### src/rtl/mod_check_sched.sv
// Shared serial modulo checker with a round-robin front end.
// Grants one requester word at a time and shifts it MSB-first through a remainder tracker.
module mod_check_sched #(
    parameter int NREQ = 4,
    parameter int W = 8,
    parameter int DIV = 3,
    localparam int RW = $clog2(DIV),
    localparam int IW = $clog2(NREQ)
) (
    input  logic            clk,
    input  logic            reset,
    input  logic [NREQ-1:0] req_valid,
    input  logic [NREQ*W-1:0] req_data,
    output logic [NREQ-1:0] req_ready,
    output logic            res_valid,
    input  logic            res_ready,
    output logic            res_div,
    output logic [RW-1:0]   res_rem,
    output logic [IW-1:0]   res_id,
    output logic            busy
);

    localparam int CW = $clog2(W + 1);

    typedef enum logic [1:0] {
        IDLE,
        SHIFT,
        DONE
    } state_t;

    state_t        state;
    logic [IW-1:0] ptr;
    logic [RW-1:0] rem;
    logic [CW-1:0] cnt;
    logic [W-1:0]  shreg;

    logic [W-1:0]  words [NREQ];
    logic [IW:0]   cand;
    logic [IW-1:0] gnt;
    logic          found;
    logic [IW-1:0] ptr_nx;
    logic [RW:0]   t;
    logic [RW-1:0] rem_nx;

    // Unpack the flat request bus into one word per requester
    always_comb begin
        for (int i = 0; i < NREQ; i++) begin
            words[i] = req_data[i*W +: W];
        end
    end

    // Round-robin search: first valid requester starting at ptr, wrapping
    always_comb begin
        found = 1'b0;
        gnt   = '0;
        cand  = '0;
        for (int k = 0; k < NREQ; k++) begin
            cand = {1'b0, ptr} + (IW+1)'(k);
            if (cand >= (IW+1)'(NREQ)) begin
                cand = cand - (IW+1)'(NREQ);
            end
            if (!found && req_valid[cand[IW-1:0]]) begin
                found = 1'b1;
                gnt   = cand[IW-1:0];
            end
        end
    end

    assign ptr_nx = (gnt == IW'(NREQ - 1)) ? '0 : gnt + IW'(1);

    // One remainder step: t = 2*rem + bit, then a single conditional subtract
    assign t      = {rem, shreg[W-1]};
    assign rem_nx = (t >= (RW+1)'(DIV)) ? RW'(t - (RW+1)'(DIV)) : t[RW-1:0];

    assign req_ready = (!reset && state == IDLE && found) ? (NREQ'(1) << gnt) : '0;
    assign busy      = (state != IDLE);

    // Arbitration, shifting and result-holding state machine
    always_ff @(posedge clk or posedge reset) begin
        if (reset) begin
            state     <= IDLE;
            ptr       <= '0;
            rem       <= '0;
            cnt       <= '0;
            shreg     <= '0;
            res_valid <= 1'b0;
            res_div   <= 1'b0;
            res_rem   <= '0;
            res_id    <= '0;
        end else begin
            unique case (state)
                IDLE: begin
                    if (found) begin
                        shreg  <= words[gnt];
                        res_id <= gnt;
                        rem    <= '0;
                        cnt    <= '0;
                        ptr    <= ptr_nx;
                        state  <= SHIFT;
                    end
                end
                SHIFT: begin
                    shreg <= shreg << 1;
                    rem   <= rem_nx;
                    cnt   <= cnt + CW'(1);
                    if (cnt == CW'(W - 1)) begin
                        state     <= DONE;
                        res_valid <= 1'b1;
                        res_rem   <= rem_nx;
                        res_div   <= (rem_nx == '0);
                    end
                end
                DONE: begin
                    if (res_ready) begin
                        res_valid <= 1'b0;
                        state     <= IDLE;
                    end
                end
                default: state <= IDLE;
            endcase
        end
    end

endmodule

### config.mk
export PLATFORM = sky130hd
export DESIGN_NAME = mod_check_sched
export DESIGN_NICKNAME = d
export VERILOG_FILES = /design/src/rtl/mod_check_sched.sv
export SDC_FILE = /design/constraint.sdc
export NUM_CORES = 1
export LEC_CHECK = 0
export CAP_MARGIN = 0
export CORE_MARGIN = 3
export CORE_UTILIZATION = 30
export DETAILED_ROUTE_END_ITERATION = 6
export GPL_TIMING_DRIVEN = 0
export PLACE_DENSITY_LB_ADDON = 0.15
export REMOVE_ABC_BUFFERS = 1
export SLEW_MARGIN = 20
export SYNTH_ARGS = -nofsm -noshare
export SYNTH_HDL_FRONTEND = slang
export SYNTH_SLANG_ARGS = --single-unit
### constraint.sdc
create_clock -name clk -period 2.2 [get_ports clk]
set_clock_uncertainty 0.2 [all_clocks]
set_input_delay 0.44 -clock clk [delete_from_list [all_inputs] [get_ports clk]]
set_output_delay 0.44 -clock clk [all_outputs]
set_load 0.005 [all_outputs]
==> results_dict.tcl <==
set metrics [dict create \
    vias 1293 \
    max_cap_viol_count 0 \
    syn2layout_area_growth_pct 55.6 \
    pwr-share-comb 0.524 \
    final_max_slew_viol_count 0 \
    startpoint "ptr[1]" \
    hold_path_class "reg2reg" \
    clockRootBuffer "clkbuf_8" \
    regToRegStartpoint "ptr[1]" \
    max_slew.worst_pin.slew_ps 921 \
    ys_types 37 \
    syn_area_um2 1430 \
    critical_path.slowest_cell "dfrtp_2" \
    insertion_delay_ps 270 \
    fill_cells 423 \
    max-slew-margin-rel 0.385 \
    start_util 0.319 \
    timing.rr.end "shreg[4]" \
    crit_path_start_kind "register" \
    drc 0 \
    cts_hold_buf 0 \
    p_sw_mw 0.874 \
    grt_pass1_vias 1332 \
    routed_wl_um 3670 \
    synthCells 141 \
    rows 24 \
    drt_iter0_drc 38 \
    cts_max_level 1 \
    synth_edf_count 0 \
    clkTransAtPathRegs_ps 80 \
    clockBufferDepth 2 \
    drive_gt1_frac 0.264 \
    yosysSeqAreaShare 0.421 \
    clock_sinks 24 \
    reg2reg_setup_slack_ps 170 \
    path_buf_inv 2 \
    fp.dieW_um 74.9 \
    overflow 0 \
    drt-pass1-iter-count 4 \
    hold_viol 0 \
    antenna_cells 0 \
    cts_buffers 3 \
    status "finished with violations" \
    fin_cells 253 \
    layout_setup_ws_ps -221 \
    placed_cell_area_um2 1940 \
    grt_usage 0.144 \
    rr_worst_depth 8 \
    place_ws_ps -1390 \
    cp.required_ps 1560 \
    cpPeakStageDelay_ps 430 \
    async_reset_ff_frac 1.00 \
    p_sw_frac 0.364 \
    place.gp.congestion 0.720 \
    nNetsFinal 247 \
    p_leak_nw 0.980 \
    period_needed_ps 2420 \
    cp_max_fo 3 \
    critPathCapture "req_ready[1]" \
    rsz0062_at_grt "true" \
    grt_pass1_wl_um 6110 \
    clockPowerShare 0.160 \
    cts_tree "done" \
    antenna_found_initial 0 \
    numPortBuffers 49 \
    crit_family "simple AND/OR/NAND/NOR gates" \
    yosysWarnings 0 \
    cp-end-kind "output port" \
    violations "negative setup slack" \
    ys_ff_latch 24 \
    crit_cells 7 \
    setup-violations-final 4 \
    hpwl_um 2460 \
    viasPerCell 5.11 \
    arrival_ps 1780 \
    synth.avg_cell_area_um2 10.1 \
    clock.fmax_ghz 0.413 \
    finalCritPeriodShare 1.10 \
    internal_power_mw 1.53 \
    fin_area_um2 2220 \
    synth_ff_type "dfrtp_1" \
    wl_per_cell_um 14.5 \
    cpMostUsedCell "buf_6" \
    ir_drop_uv 388 \
    seqPwrFrac 0.316 \
    die-area_um2 5610 \
    core_um2 4470 \
    path_cells "a21oi_2, nor3b_2, or3_4, buf_6, ha_4, and2_4, buf_6" \
    ios 50 \
    grt_start_max_net_pins 25 \
    critical_path_class "reg2out" \
    powerDensity_nw_per_um2 1080 \
    die_y_um 74.9 \
    placedCellCount 237 \
    drt.antenna.violating_nets 0 \
]
[power groups by stage]
stage / clock network (mW) / registers, mW / logic [mW]
5_1_grt: 0.420 / 0.783 / 1.41
6_report: 0.384 / 0.758 / 1.26
3_5_place_dp: 0 / 0.769 / 0.992
2_1_floorplan: 0 / 0.742 / 0.664
4_1_cts: 0.396 / 0.764 / 1.23
3_3_place_gp: 0 / 0.759 / 0.965
[stage by stage]
step	setup TNS, ps	power (mW)	util	hold slack [ps]
final	-755	2.40	0.496	284
after global routing	-1020	2.62	0.496	298
after detailed placement	-12480	1.76	0.434	269
after floorplan	-708	1.41	-	246
after global placement	-10970	1.72	0.434	261
after CTS	-941	2.39	0.495	285
[routing by layer]
| metal | wire (um) | GRT usage | vias up |
|---|---|---|---|
| met3 | 206 | 0.0374 | 6 |
| li1 | - | - | 637 |
| met5 | 0 | 0 | - |
| met2 | 1910 | 0.250 | 38 |
| met1 | 1510 | 0.173 | 612 |
| met4 | 48 | 0.0455 | 0 |
[placed cells by master (no fill, tap or decap), drive strengths merged]
| cell | instances |
|---|---|
| a211o | 2 |
| a21oi | 6 |
| a22o | 1 |
| a22oi | 6 |
| and2 | 4 |
| and3 | 1 |
| buf | 14 |
| bufinv | 1 |
| clkbuf | 6 |
| clkdlybuf4s15 | 2 |
| clkdlybuf4s50 | 41 |
| clkinv | 1 |
| dfrtp | 24 |
| ha | 6 |
| inv | 8 |
| mux2 | 3 |
| mux2i | 16 |
| nand2 | 16 |
| nand2b | 3 |
| nand3 | 4 |
| nand4 | 1 |
| nor2 | 7 |
| nor2b | 1 |
| nor3 | 1 |
| nor3b | 1 |
| o21ai | 11 |
| o21bai | 1 |
| o221ai | 8 |
| o22ai | 1 |
| o31ai | 1 |
| or3 | 2 |
| or4 | 1 |
[state kept, by name (all words and copies together), names as in the netlist]
register,count
shreg,8
cnt,4
ptr,2
rem,2
res_id,2
res_rem,2
state,2
res_div,1
res_valid,1
[cells by family after synthesis]
group / Yosys count / share of synthesized area
fa+ha+maj: 6 / 0.0527
simple gates: 42 / 0.156
compound gates: 36 / 0.181
mux: 19 / 0.136
buf+inv: 14 / 0.0527
flops: 24 / 0.421
[area by class of cell]
class                           instances  area [um2]  share of cell area
Sequential cell                        24         603               0.272
Timing Repair Buffer                   60         568               0.256
Clock buffer                            3        41.3              0.0186
Tap cell                               52        65.1              0.0293
Multi-Input combinational cell        104         868               0.392
Clock inverter                          1        30.0              0.0135
Inverter                                9        41.3              0.0186
[how the worst min path moves through the flow]
stage / startpoint / endpoint / cells after the start
after floorplan: reset / cnt[0] / 1
after global placement: res_div / res_div / 2
after detailed placement: res_id[1] / res_id[1] / 2
after CTS: cnt[3] / cnt[3] / 1
after global routing: cnt[3] / cnt[3] / 1
final: cnt[3] / cnt[3] / 1
[cell usage after synthesis, types with 2 or more instances]
cell type	instances	share of area
a21oi_1	6	0.021
a22oi_1	6	0.032
and2_1	4	0.018
buf_2	2	0.0070
buf_6	2	0.016
dfrtp_1	24	0.42
ha_1	6	0.053
inv_1	7	0.018
mux2_1	2	0.016
mux2i_1	16	0.11
nand2_1	15	0.040
nand2b_1	3	0.013
nand3_1	3	0.011
nor2_1	7	0.018
o21ai_0	3	0.011
o21ai_1	6	0.021
o21ai_2	2	0.012
o221ai_1	8	0.049
[repair_timing]
action | 4_1_cts | 5_1_grt
gates cloned | 1 | 0
setup endpoints to repair | 17 | 5
gates resized for setup | 53 | 6
setup buffers | 10 | 1
pin swaps | 6 | 2
No activity file was read; power rests on OpenSTA's default activity.
